$ cat config.mk
export PLATFORM = sky130hd
export DESIGN_NAME = dm_port_arbiter
export DESIGN_NICKNAME = d
export VERILOG_FILES = /design/src/rtl/dm_port_arbiter.sv
export SDC_FILE = /design/constraint.sdc
export NUM_CORES = 1
export LEC_CHECK = 0
export ABC_AREA = 1
export CAP_MARGIN = 20
export CORE_AREA = 4 4 115 117
export DETAILED_ROUTE_END_ITERATION = 8
export DIE_AREA = 0 0 119 121
export PLACE_DENSITY_LB_ADDON = 0.05
export SLEW_MARGIN = 20
export SYNTH_ARGS = -nofsm -noshare
export SYNTH_HDL_FRONTEND = slang
export SYNTH_SLANG_ARGS = --single-unit
$ cat constraint.sdc
create_clock -name clk -period 1.65 [get_ports clk]
set_clock_uncertainty 0.1 [all_clocks]
set_input_delay 0.33 -clock clk [delete_from_list [all_inputs] [get_ports clk]]
set_output_delay 0.33 -clock clk [all_outputs]
set_load 0.03 [all_outputs]
$ cat src/rtl/dm_port_arbiter.sv
// rtl/dm_port_arbiter.sv - two-requester (CPU/debug) data-memory port arbiter with bounded bursts
module dm_port_arbiter #(
  parameter int ADDR_W    = 32,
  parameter int DATA_W    = 32,
  parameter int MAX_BURST = 4
) (
  input  logic              clk,
  input  logic              rst_n,
  input  logic              cpu_req,
  input  logic              cpu_we,
  input  logic [ADDR_W-1:0] cpu_addr,
  input  logic [DATA_W-1:0] cpu_wdata,
  output logic              cpu_gnt,
  output logic              cpu_rvalid,
  output logic [DATA_W-1:0] cpu_rdata,
  output logic              cpu_stall,
  input  logic              dbg_req,
  input  logic              dbg_we,
  input  logic [ADDR_W-1:0] dbg_addr,
  input  logic [DATA_W-1:0] dbg_wdata,
  output logic              dbg_gnt,
  output logic              dbg_rvalid,
  output logic [DATA_W-1:0] dbg_rdata,
  output logic              mem_en,
  output logic              mem_we,
  output logic [ADDR_W-1:0] mem_addr,
  output logic [DATA_W-1:0] mem_wdata,
  input  logic [DATA_W-1:0] mem_rdata
);

  typedef enum logic [1:0] {IDLE, CPU, DBG} owner_t;

  localparam logic [4:0] BURST_LIM = 5'(MAX_BURST);

  owner_t      owner, owner_nxt;
  logic        last_dbg;
  logic [3:0]  burst_cnt, burst_nxt;
  logic        burst_full;
  logic        cpu_acc, dbg_acc;

  assign cpu_gnt   = (owner == CPU);
  assign dbg_gnt   = (owner == DBG);
  assign cpu_acc   = cpu_gnt && cpu_req;
  assign dbg_acc   = dbg_gnt && dbg_req;
  assign cpu_stall = cpu_req && !cpu_gnt;

  assign mem_en    = cpu_acc || dbg_acc;
  assign mem_we    = (cpu_acc && cpu_we) || (dbg_acc && dbg_we);
  assign mem_addr  = dbg_acc ? dbg_addr  : cpu_addr;
  assign mem_wdata = dbg_acc ? dbg_wdata : cpu_wdata;

  // Read data is only meaningful in the return cycle; zero it otherwise.
  assign cpu_rdata = cpu_rvalid ? mem_rdata : '0;
  assign dbg_rdata = dbg_rvalid ? mem_rdata : '0;

  // True when the transfer accepted this cycle completes the owner's burst quota.
  assign burst_full = ({1'b0, burst_cnt} + 5'd1) >= BURST_LIM;

  always_comb begin
    owner_nxt = owner;
    burst_nxt = burst_cnt;
    case (owner)
      IDLE: begin
        if (cpu_req && (!dbg_req || last_dbg)) owner_nxt = CPU;
        else if (dbg_req)                      owner_nxt = DBG;
      end
      CPU: begin
        if (cpu_req) begin
          if (dbg_req && burst_full) owner_nxt = DBG;
        end else begin
          owner_nxt = dbg_req ? DBG : IDLE;
        end
      end
      DBG: begin
        if (dbg_req) begin
          if (cpu_req && burst_full) owner_nxt = CPU;
        end else begin
          owner_nxt = cpu_req ? CPU : IDLE;
        end
      end
      default: owner_nxt = IDLE;
    endcase
    if (owner_nxt != owner)                    burst_nxt = 4'd0;
    else if ((cpu_acc || dbg_acc) && !burst_full) burst_nxt = burst_cnt + 4'd1;
  end

  always_ff @(posedge clk or negedge rst_n) begin
    if (!rst_n) begin
      owner      <= IDLE;
      last_dbg   <= 1'b1;
      burst_cnt  <= 4'd0;
      cpu_rvalid <= 1'b0;
      dbg_rvalid <= 1'b0;
    end else begin
      owner      <= owner_nxt;
      burst_cnt  <= burst_nxt;
      cpu_rvalid <= cpu_acc && !cpu_we;
      dbg_rvalid <= dbg_acc && !dbg_we;
      if (owner != IDLE && owner_nxt != owner) last_dbg <= (owner == DBG);
    end
  end

endmodule

==> results.toml <==
[outcome]
run_status = "finished with violations"
violations = "negative setup slack"

[critical_path]
crit_arrival_ns = 1.64
start_kind = "flop"
cp.required_ns = 1.22
end_kind = "output port"
path_class = "reg -> out"
crit_fanout = 6
slowest_delay_ns = 0.41
path_cells = "nor2_4, inv_2, nor2_4, buf_6, buf_12, buf_8, nand2_2, nand2_4, buf_6"
slowest_stage = "dfrtp_2"

[power]
peakVddDrop_mv = 0.548
p_leak_nw = 3.80
combPwrFrac = 0.885
clkPwrFrac = 0.065
pwr-share-seq = 0.050
powerDensity_nw_per_um2 = 960
netSwitchingFraction = 0.481
power.switching_w = 0.00318
internal_power_w = 0.00344

[clock_network]
clkLatencyLatePin_ns = 0.24
numCtsBuffers = 3
clockBufferDepth = 2
ctsHoldBuffers = 0
htree_levels = 1
root_buffer = "clkbuf_16"
cts_num_sinks = 9
cts_tree = "done"
path_clk_slew_ns = 0.04

[placed_design]
port_buffers = 300
place.gp.congestion = 0.799
placed_cell_area_sq_um = 5840
place_inst = 891
hpwl_microns = 10700
dp_slack_ns = -0.516

[logic_synthesis]
syn_inst = 411
syn_nets = 579
yosys.area_share.simple = 0.619
synthMuxAreaShare = 0
netlist.top_cell.by_area = "nand2_1"
yosysTopAreaCellShare = 0.542
synth-xor-area-share = 0.00466
synth_top_family_by_area = "simple AND/OR/NAND/NOR gates"
synth-edff-count = 0
async_reset_ff_frac = 1.00
yosysSeqAreaShare = 0.121
synth-seq-cells = 9
synth_compound_area_frac = 0.0266
yosys_warnings = 0
synth_area_sq_um = 1880
synth_area_leaders = "nand2_1, inv_1, dfrtp_1, buf_4, nor2_1"
synth_adder_area_share = 0.0133
synth_cell_types = 24
synth_ff_type = "dfrtp_1"
avgSynthCellArea_sq_um = 4.57

[timing]
rsz0062_at_grt = "yes"
hold_violations = 0
fin_crit_sh = 1.26
slew_violations = 0
setup_viol = 70
timing.fmax_mhz = 483
worst_slew_pin_slew_ns = 0.417
min_period_ns = 2.07
max_slew_margin = 0.721
final.setup.worst_slack_ns = -0.421

[drt]
drt_pass1_iterations = 4
drt_wl_total_microns = 13600
postRouteAntennaNets = 0
avgRoutedWirePerCell_microns = 14.8
vias_per_cell = 3.93
initialDrtViolationCount = 92
drc = 0
vias = 3603

[final_layout]
final_util = 0.558
register_area_sq_um = 228
mostFrequentLayoutCell = "clkdlybuf4s50_1"
stdcell_area_sq_um = 6900
layout.nets = 914
diodes = 0
area_growth_pct = 267
most-common-layout-cells = "clkdlybuf4s50_1, nand2_4, buf_4"
fill_cells = 1129
multi_input_area_sq_um = 2240
drive_gt1_frac = 0.521
final_cell_count_no_fill = 917

[global_routing]
antenna_found_initial = 0
grt_usage = 0.158
grt_first_pass_wirelength_microns = 18200
grt_overflow_total = 0
grt_pass1_vias = 3410
grt_max_degree = 34

[die]
die_h_microns = 121
core_sq_um = 12400
dieArea_sq_um = 14400
die_w_microns = 119
rows = 41
initial_core_util = 0.152
io_pins = 301

[run]
drv_cap = 0

[worst_hold_path]
min_path_type = "in -> async"
critical path, delay by kind of cell, from the launching register on:
family | cells | cell delay (ns)
and+or+nand+nor | 4 | 0.38
DFF | 1 | 0.41
buffers and inverters | 5 | 0.60
cell usage after synthesis (2+ instances only):
cell type,instances
dfrtp_1,8
buf_4,7
clkbuf_1,6
inv_1,71
inv_2,6
nand2_1,271
ha_1,2
nor2_4,3
nor2_1,12
nand4_1,2
nand3_1,5
buf_2,6
per-stage QoR:
stage          TNS (ns)  hold slack, ns  total power (W)
3_5_place_dp     -32.13           0.406          0.00506
4_1_cts          -27.55           0.312          0.00576
5_1_grt          -29.54           0.355          0.00696
6_report         -25.65           0.297          0.00662
2_1_floorplan     -7.01         -0.0656          0.00297
3_3_place_gp     -31.85           0.390          0.00502
power groups by stage:
stage | Sequential (W) | Combinational (W) | Clock (W)
after CTS | 0.000329 | 0.00499 | 0.000444
final | 0.000328 | 0.00586 | 0.000432
after detailed placement | 0.000330 | 0.00473 | 0
after floorplan | 0.000361 | 0.00260 | 0
after global routing | 0.000337 | 0.00617 | 0.000453
after global placement | 0.000328 | 0.00470 | 0
sequential cells by signal (all words and copies together) (netlist names):
signal / count
owner: 2
burst_cnt: 4
cpu_rvalid: 1
last_dbg: 1
dbg_rvalid: 1
final timing paths:
path / cells after the start / to / startpoint / slack, ns
worst max register to register: 10 / burst_cnt[0] / owner[0] / -0.15
worst max-delay path: 9 / mem_addr[17] / owner[0] / -0.42
max in group asynchronous: 1 / last_dbg / rst_n / 0.83
min in group clk: 2 / burst_cnt[3] / burst_cnt[3] / 0.40
worst min-delay path: 1 / burst_cnt[3] / rst_n / 0.30
worst min register to register: 2 / burst_cnt[3] / burst_cnt[3] / 0.40
metal layers:
layer	up-vias	routed length, microns	GRT usage
li1	1838	-	-
met1	1585	4990	0.164
met2	162	7460	0.313
met3	18	801	0.0326
met4	0	346	0.0514
met5	-	0	0
cell families after synthesis:
kind of cell,count (synthesis)
simple gates,296
flops,9
compound gates,6
buf+inv,97
xor+xnor,1
fa+ha+maj,2
repair_timing:
item	CTS	global route
gates cloned	1	12
endpoints found under the hold margin	0	0
pin swaps	3	32
buffers inserted	6	6
gates resized for setup	42	138
endpoints found under the setup margin	72	72
area by class of cell:
cell class	count	share of cell area
Multi-Input combinational cell	305	0.325
Sequential cell	9	0.0330
Clock buffer	4	0.0114
Inverter	77	0.0433
Timing Repair Buffer	350	0.556
Tap cell	172	0.0312
(Power assumes the default switching activity.)
